[src/rtl/ippcsge_carr_sense_mc.sv]
// Multi-channel carrier-sense, collision and IFG deference engine (TX clock domain).
// Optional per-channel saturating collision counters are built when CARR_STATS_EN is defined.
module ippcsge_carr_sense_mc #(
  parameter int NCH      = 4,
  parameter int SYNC     = 2,
  parameter int IFG_CYC  = 12,
  parameter int COL_HOLD = 4,
  parameter int CNTW     = 16
) (
  input  logic              clk,
  input  logic              rst_,
  input  logic [NCH-1:0]    rep_mode,
  input  logic [NCH-1:0]    fdx_mode,
  input  logic [NCH-1:0]    transmitting,
  input  logic [NCH-1:0]    receiving,
  output logic [NCH-1:0]    crs,
  output logic [NCH-1:0]    col,
  output logic [NCH-1:0]    defer
`ifdef CARR_STATS_EN
  ,
  output logic [NCH*CNTW-1:0] col_cnt,
  input  logic [NCH-1:0]      col_cnt_clr
`endif
);

  localparam int MAXV = (IFG_CYC > COL_HOLD) ? IFG_CYC : COL_HOLD;
  localparam int CW   = (MAXV > 1) ? $clog2(MAXV) : 1;

  localparam logic [CW-1:0] IFG_LOAD = (IFG_CYC > 0) ? CW'(IFG_CYC - 1) : '0;
  localparam logic [CW-1:0] COL_LOAD = CW'(COL_HOLD - 1);

  localparam logic [1:0] ST_OFF = 2'd0;
  localparam logic [1:0] ST_ON  = 2'd1;
  localparam logic [1:0] ST_IFG = 2'd2;

  if (NCH < 1 || NCH > 16 || SYNC < 1 || SYNC > 4 || IFG_CYC < 0 || IFG_CYC > 255 ||
      COL_HOLD < 1 || COL_HOLD > 255 || CNTW < 1) begin : g_bad_param
    $error("ippcsge_carr_sense_mc: parameter out of range");
  end

  for (genvar i = 0; i < NCH; i++) begin : g_ch
    logic [SYNC-1:0] sync_q, sync_d;
    logic [1:0]      state_q, state_d;
    logic [CW-1:0]   ifg_q, ifg_d;
    logic [CW-1:0]   hold_q, hold_d;
    logic            crs_q, crs_d;
    logic            col_q, col_d;
    logic            defer_q, defer_d;
    logic            srx, creq, creq_col;

    always_comb begin
      sync_d   = SYNC'({sync_q, receiving[i]});
      srx      = sync_q[SYNC-1];
      creq     = (~rep_mode[i] & transmitting[i]) | srx;
      creq_col = ~fdx_mode[i] & ~rep_mode[i] & transmitting[i] & srx;

      state_d = state_q;
      ifg_d   = ifg_q;
      case (state_q)
        ST_OFF: begin
          if (creq) state_d = ST_ON;
        end
        ST_ON: begin
          if (!creq) begin
            if (IFG_CYC > 0) begin
              state_d = ST_IFG;
              ifg_d   = IFG_LOAD;
            end else begin
              state_d = ST_OFF;
            end
          end
        end
        ST_IFG: begin
          if (creq) begin
            state_d = ST_ON;
            ifg_d   = '0;
          end else if (ifg_q == '0) begin
            state_d = ST_OFF;
          end else begin
            ifg_d = ifg_q - 1'b1;
          end
        end
        default: begin
          state_d = ST_OFF;
          ifg_d   = '0;
        end
      endcase

      // Hold counter runs down from the rising edge regardless of creq_col;
      // creq_col only keeps col up once the minimum time has elapsed.
      col_d  = col_q;
      hold_d = hold_q;
      if (fdx_mode[i]) begin
        col_d  = 1'b0;
        hold_d = '0;
      end else if (!col_q) begin
        if (creq_col) begin
          col_d  = 1'b1;
          hold_d = COL_LOAD;
        end
      end else if (hold_q != '0) begin
        hold_d = hold_q - 1'b1;
      end else if (!creq_col) begin
        col_d = 1'b0;
      end

      crs_d   = (state_d == ST_ON);
      defer_d = (state_d != ST_OFF) & ~fdx_mode[i];
    end

    always_ff @(posedge clk or negedge rst_) begin
      if (!rst_) begin
        sync_q  <= '0;
        state_q <= ST_OFF;
        ifg_q   <= '0;
        hold_q  <= '0;
        crs_q   <= 1'b0;
        col_q   <= 1'b0;
        defer_q <= 1'b0;
      end else begin
        sync_q  <= sync_d;
        state_q <= state_d;
        ifg_q   <= ifg_d;
        hold_q  <= hold_d;
        crs_q   <= crs_d;
        col_q   <= col_d;
        defer_q <= defer_d;
      end
    end

    assign crs[i]   = crs_q;
    assign col[i]   = col_q;
    assign defer[i] = defer_q;

`ifdef CARR_STATS_EN
    logic [CNTW-1:0] cnt_q, cnt_d;

    // Counts col rising edges; a clear request beats a coincident increment.
    always_comb begin
      cnt_d = cnt_q;
      if (col_cnt_clr[i]) begin
        cnt_d = '0;
      end else if (col_d && !col_q && (cnt_q != {CNTW{1'b1}})) begin
        cnt_d = cnt_q + 1'b1;
      end
    end

    always_ff @(posedge clk or negedge rst_) begin
      if (!rst_) cnt_q <= '0;
      else       cnt_q <= cnt_d;
    end

    assign col_cnt[i*CNTW +: CNTW] = cnt_q;
`endif
  end

endmodule

[config.mk]
export PLATFORM = sky130hd
export DESIGN_NAME = ippcsge_carr_sense_mc
export DESIGN_NICKNAME = d
export VERILOG_FILES = /design/src/rtl/ippcsge_carr_sense_mc.sv
export SDC_FILE = /design/constraint.sdc
export NUM_CORES = 1
export LEC_CHECK = 0
export ABC_AREA = 0
export CAP_MARGIN = 20
export CORE_MARGIN = 2
export CORE_UTILIZATION = 30
export DETAILED_ROUTE_END_ITERATION = 10
export GPL_TIMING_DRIVEN = 0
export SETUP_SLACK_MARGIN = 0.05
export SLEW_MARGIN = 20
export SYNTH_ARGS = -nofsm -noshare
export SYNTH_HDL_FRONTEND = slang
export SYNTH_SLANG_ARGS = --single-unit
[constraint.sdc]
create_clock -name clk -period 1.9 [get_ports clk]
set_input_delay 0.38 -clock clk [delete_from_list [all_inputs] [get_ports clk]]
set_output_delay 0.38 -clock clk [all_outputs]
set_load 0.03 [all_outputs]
==> impl_metrics.env, run 1 <==
export IMPL_power_density_nw_per_um2=1300
export IMPL_crit_required_ns=2.12
export IMPL_syn_inst=359
export IMPL_die_w_um=112
export IMPL_syn_nets=409
export IMPL_row_count=39
export IMPL_crit_chain="inv_2 > ha_4 > or3b_4 > o31a_1 > o31ai_4 > inv_2 > and2_4"
export IMPL_finalCriticalPeriod_ns=1.87
export IMPL_worstSetupPathType="reg2reg"
export IMPL_wirelength_um=7120
export IMPL_cts_tree="built"
export IMPL_overflow=0
export IMPL_crit_buf_inv=2
export IMPL_p_leak_nw=2.09
export IMPL_slowest_delay_ns=0.39
export IMPL_ys_flop_type="dfrtp_1"
export IMPL_drtIter0Drc=106
export IMPL_holdCritPathClass="in2async"
export IMPL_cts_hold_buf=0
export IMPL_worst_slew_margin_rel_pct=67.7
export IMPL_worst_slew_pin_slew_ns=0.484
export IMPL_synth_warnings=0
export IMPL_diodes=0
export IMPL_viasPerCell=5.01
export IMPL_maxCapViolCount=0
export IMPL_slowest_stage="dfrtp_1"
export IMPL_end_kind="flop"
export IMPL_dp_hpwl_um=4940
export IMPL_yosysTopAreaCell="dfrtp_1"
export IMPL_dp_slack_ns=-0.303
export IMPL_ios=30
export IMPL_antenna_found_initial=0
export IMPL_fmax_ghz=0.535
export IMPL_cts_clk_slew_worst_paths_ns=0.05
export IMPL_ys_ff_latch=60
export IMPL_setup_viol=0
export IMPL_worstPathArrival_ns=2.09
export IMPL_die_area_um2=12600
export IMPL_synth_top_area_share_pct=42.6
export IMPL_syn_mean_instance_area_um2=9.82
export IMPL_reg2reg_setup_slack_ns=0.03
export IMPL_ys_async_sr_fraction_pct=100
export IMPL_violations="negative hold slack"
export IMPL_drive_gt1_share_pct=18.8
export IMPL_rsz0062_at_grt="true"
export IMPL_cts_sinks=60
export IMPL_yosysSeqAreaShare_pct=42.6
export IMPL_timing_hold_ws_ns=-0.00949
export IMPL_reg2reg_to="g_ch[1].crs_q"
export IMPL_nNetsFinal=462
export IMPL_dieHeight_um=112
export IMPL_startpoint="g_ch[1].ifg_q[0]"
export IMPL_ys_top_cells_by_area="dfrtp_1 43%, ha_1 11%, inv_1 4.2%"
export IMPL_syn_area_um2=3530
export IMPL_grt_first_pass_wirelength_um=12100
export IMPL_crit_top_cell="inv_2"
export IMPL_num_vias=2798
export IMPL_drt_wirelength_per_cell_um=12.8
export IMPL_cts_max_path_buffers=2
export IMPL_yosysMostFrequentCell="dfrtp_1"
export IMPL_num_fill_cells=1132
export IMPL_ys_types=55
export IMPL_cp_max_fo=4
export IMPL_finalHoldViolations=13
export IMPL_drv_slew=0
export IMPL_vdd_drop_max_mv=0.512
export IMPL_synth_edf_count=0
export IMPL_numCtsBuffers=9
export IMPL_status="complete, but fails checks"
export IMPL_port_buffer_count=29
export IMPL_r2r_start="g_ch[1].ifg_q[0]"
export IMPL_ys_top_cells_by_count="60 x dfrtp_1, 39 x inv_1, 32 x ha_1"
export IMPL_setup_ws_ns=0.0318
export IMPL_fin_skew_ns=0.00533
export IMPL_grt_usage_pct=11.5
export IMPL_cts_root_buf="clkbuf_16"
export IMPL_cp_top_family="compound AO/OA/AOI/OAI gates"
export IMPL_cp_start_kind="flop"
export IMPL_ant_nets=0
export IMPL_cts_htree_levels=3
export IMPL_worstRegToRegCells=7
export IMPL_drc_errors=0
export IMPL_period_share_pct=98.3
export IMPL_first_pass_iters=4
export IMPL_area_delta_synth_final_pct=27.2
export IMPL_clk_latency_ns=0.32
export IMPL_grt_pass1_vias=2783
export IMPL_grt_max_degree=32
export IMPL_place_congestion=0.794
export IMPL_core_area_um2=11500
export IMPL_start_util_pct=30.8
export IMPL_setup_tns_ns=0
[layer usage]
metal	vias up	GRT usage (%)	wire length [um]
met5	-	0	0
met4	0	4.88	118
met3	9	2.75	211
met2	35	19.6	3510
met1	1375	14.0	3280
li1	1379	-	-
[worst reg2reg max path: cells and delay by family, from the launching register on]
kind                       cells  cell delay, ns
AOI/OAI and AO/OA              2            0.57
adders and majority gates      1            0.12
buffers and inverters          2            0.15
DFF                            1            0.39
and+or+nand+nor                2            0.54
[power breakdown]
part	internal, W	total (W)	switching [W]
sequential	0.00154	0.00175	0.000209
combinational	0.00124	0.00257	0.00133
clock	0.000968	0.00150	0.000536
total	0.00375	0.00583	0.00208
[cell usage in the layout, fill, tap and decap left out, types with 4 or more instances in the layout]
master,instances
dfrtp_1,59
inv_1,36
nor2_1,28
ha_1,28
buf_4,25
clkdlybuf4s50_1,24
a21oi_1,19
nor3_1,17
a211o_1,13
nand2_1,10
a211oi_1,10
o21ai_0,9
nand3b_1,9
clkbuf_16,9
nor2b_1,7
nand2b_1,5
nor3b_1,5
inv_2,4
nor3b_2,4
nand3_1,4
nand4b_1,4
dlygate4sd2_1,4
[worst max-delay path by stage]
| stage | to | cells past startpoint |
|---|---|---|
| floorplan | g_ch[1].crs_q | 7 |
| global placement | g_ch[3].sync_q[0] | 1 |
| detailed placement | g_ch[1].ifg_q[2] | 5 |
| CTS | g_ch[2].crs_q | 7 |
| global route | g_ch[1].ifg_q[0] | 7 |
| finish | g_ch[1].crs_q | 7 |
[sequential cells by signal, indices dropped and copies added, names as in the netlist]
name,flops
g_ch.hold_q,16
g_ch.ifg_q,16
g_ch.state_q,8
g_ch.sync_q,8
g_ch.col_q,4
g_ch.crs_q,4
g_ch.defer_q,4
[metrics by stage]
step,utilization [%],cell area [um2],cells,hold WS (ns),power [W]
finish,39.1,4490,558,-0.00949,0.00583
global route,39.1,4490,558,0.0213,0.00625
CTS,37.8,4340,549,0.00320,0.00567
detailed placement,35.0,4010,532,0.338,0.00404
global placement,34.8,4000,531,0.335,0.00396
floorplan,-,3530,359,0.0844,0.00344
[area by class of cell]
cell class                 instances  area (um2)  share of cell area, %
timing repair buffer              42         393                   8.76
multi-input combinational        245        1890                   42.1
inverter                          40         150                   3.35
clock inverter                     2        10.0                  0.223
clock buffer                      12         267                   5.94
buffer                            14        97.6                   2.18
tap                              143         179                   3.99
sequential                        60        1500                   33.5
[kinds of logic after synthesis]
kind of cell | Yosys count | share of synthesized area, %
xor+xnor | 3 | 0.745
fa+ha+maj | 32 | 11.4
simple gates | 123 | 20.0
buf+inv | 54 | 7.02
compound gates | 87 | 18.3
flops | 60 | 42.6
[timing repair]
item	in CTS	in global routing
pin swaps	1	7
buffers inserted	3	9
resized for setup	10	25
setup endpoints to repair	17	24
gates cloned	0	0
Power figures use the tool's default switching activity.
==> run 2, diff against run 1 <==
--- a/config.mk
+++ b/config.mk
@@ -11,6 +11,7 @@
 export CORE_UTILIZATION = 30
 export DETAILED_ROUTE_END_ITERATION = 10
 export GPL_TIMING_DRIVEN = 0
+export PLACE_DENSITY_LB_ADDON = 0.12
 export SETUP_SLACK_MARGIN = 0.05
 export SLEW_MARGIN = 20
 export SYNTH_ARGS = -nofsm -noshare
==> run 2 against run 1 <==
The run now ends clean. Flip-flop and latch count unchanged. Worst setup slack improved by 0.035 ns. Non-clock buffer count fell by 6. Die area unchanged. Combinational power about the same. Critical path type is now in2reg. Critical endpoint is now g_ch[2].ifg_q[1]. Largest power group unchanged.
==> impl_metrics.env, run 2 (same netlist as run 1, synthesis figures left out) <==
export IMPL_status="completed"
export IMPL_dieHeight_um=112
export IMPL_power_density_nw_per_um2=1280
export IMPL_cts_max_path_buffers=2
export IMPL_worst_slew_pin_slew_ns=0.674
export IMPL_ios=30
export IMPL_numCtsBuffers=9
export IMPL_die_area_um2=12600
export IMPL_startpoint="transmitting[2]"
export IMPL_port_buffer_count=29
export IMPL_core_area_um2=11500
export IMPL_setup_tns_ns=0
export IMPL_layout_commonest_cell="dfrtp_1"
export IMPL_drv_slew=0
export IMPL_antenna_found_initial=0
export IMPL_drive_gt1_share_pct=16.6
export IMPL_timing_hold_ws_ns=0.348
export IMPL_nNetsFinal=456
export IMPL_cp_start_kind="input port"
export IMPL_cp_max_fo=6
export IMPL_cts_htree_levels=3
export IMPL_vdd_drop_max_mv=0.598
export IMPL_largestRegisters="g_ch.hold_q x16, g_ch.ifg_q x16"
export IMPL_fin_skew_ns=0.00631
export IMPL_fmax_ghz=0.545
export IMPL_grt_max_degree=42
export IMPL_crit_required_ns=2.10
export IMPL_drtIter0Drc=189
export IMPL_cts_sinks=60
export IMPL_diodes=0
export IMPL_period_share_pct=96.5
export IMPL_grt_usage_pct=11.8
export IMPL_cts_tree="built"
export IMPL_worst_slew_margin_rel_pct=54.7
export IMPL_overflow=0
export IMPL_holdPathStages=0
export IMPL_dp_slack_ns=-0.309
export IMPL_rsz0062_at_grt="true"
export IMPL_wirelength_um=7080
export IMPL_worstRegToRegCells=7
export IMPL_num_vias=2719
export IMPL_stdcell_count=553
export IMPL_end_kind="flop"
export IMPL_layout_common_cells="59 x dfrtp_1, 37 x inv_1, 29 x ha_1"
export IMPL_ant_nets=0
export IMPL_worstSetupPathType="in2reg"
export IMPL_dp_cells=532
export IMPL_setup_ws_ns=0.0667
export IMPL_area_delta_synth_final_pct=26.1
export IMPL_place_congestion=0.751
export IMPL_drc_errors=0
export IMPL_finalHoldViolations=0
export IMPL_reg2reg_to="g_ch[1].crs_q"
export IMPL_reg2reg_setup_slack_ns=0.09
export IMPL_r2r_start="g_ch[1].ifg_q[1]"
export IMPL_hold_path_startpoint="g_ch[2].sync_q[0]"
export IMPL_row_count=39
export IMPL_cts_root_buf="clkbuf_16"
export IMPL_grt_pass1_vias=2636
export IMPL_first_pass_iters=5
export IMPL_crit_end="g_ch[2].ifg_q[1]"
export IMPL_setup_viol=0
export IMPL_start_util_pct=30.8
export IMPL_utilization_pct=38.8
export IMPL_grt_first_pass_wirelength_um=12200
export IMPL_clk_latency_ns=0.32
export IMPL_p_leak_nw=2.05
export IMPL_worstPathArrival_ns=2.04
export IMPL_dp_hpwl_um=4850
export IMPL_holdCritPathClass="reg2reg"
export IMPL_die_w_um=112
export IMPL_maxCapViolCount=0
export IMPL_finalCriticalPeriod_ns=1.83
export IMPL_cts_clk_slew_worst_paths_ns=0.05
export IMPL_drt_wirelength_per_cell_um=12.8
export IMPL_viasPerCell=4.92
[run 2: cell count changes in the layout (fill, tap and decap cells not counted), sizes merged]
cell and change:
buf -7, clkinv +1, dlygate4sd3 +1
[run 2: cell type report]
cell class | count | area, um2
clock inverter | 3 | 15.0
timing repair buffer | 36 | 358
tap | 143 | 179
clock buffer | 12 | 236
sequential | 60 | 1500
fill | 1131 | 7020
inverter | 40 | 150
multi-input combinational | 245 | 1910
buffer | 14 | 97.6
[run 2: layer usage]
metal | global-route usage (%) | part of all wire, % | vias to the layer above
met4 | 3.41 | 1.3 | 0
met3 | 4.81 | 3.7 | 10
met2 | 18.0 | 45 | 32
met1 | 15.4 | 50 | 1309
met5 | 0 | 0 | -
li1 | - | - | 1368
[run 2: critical path, cell delays in order]
cell	delay [ns]
clkdlybuf4s50_1	0.47
nor2b_1	0.42
nor3_2	0.09
a211o_1	0.36
a211o_1	0.31
[run 2: per-stage QoR]
stage,instance area [um2],power [W]
2_1_floorplan,3530,0.00344
3_3_place_gp,4000,0.00402
3_5_place_dp,4020,0.00403
4_1_cts,4340,0.00558
5_1_grt,4450,0.00613
6_report,4450,0.00570
[run 2: worst min path at each step]
stage	end	slack [ns]
floorplan	g_ch[0].col_q	0.08
global placement	g_ch[2].sync_q[1]	0.33
detailed placement	g_ch[0].ifg_q[3]	0.29
CTS	g_ch[2].sync_q[1]	0.35
global route	g_ch[0].sync_q[1]	0.37
finish	g_ch[2].sync_q[1]	0.35
[run 2: report_power, final]
| part | internal (W) | switching, W |
|---|---|---|
| registers | 0.00154 | 0.000212 |
| clock network | 0.000866 | 0.000528 |
| logic | 0.00121 | 0.00133 |
| total | 0.00363 | 0.00207 |
[run 2: timing repair]
item | in CTS | in global routing
setup buffers | 3 | 2
hold buffers | 1 | 0
hold endpoints to repair | 19 | 0
endpoints found under the setup margin | 19 | 22
resized for setup | 15 | 20
pin swaps | 3 | 4
==> run 3, diff against run 2 <==
--- a/config.mk
+++ b/config.mk
@@ -6,6 +6,7 @@
 export NUM_CORES = 1
 export LEC_CHECK = 0
 export ABC_AREA = 0
+export ABC_CLOCK_PERIOD_IN_PS = 1900
 export CAP_MARGIN = 20
 export CORE_MARGIN = 2
 export CORE_UTILIZATION = 30
==> results of run 3 <==
The final DEF is identical to that of run 2; final timing and power are the same.
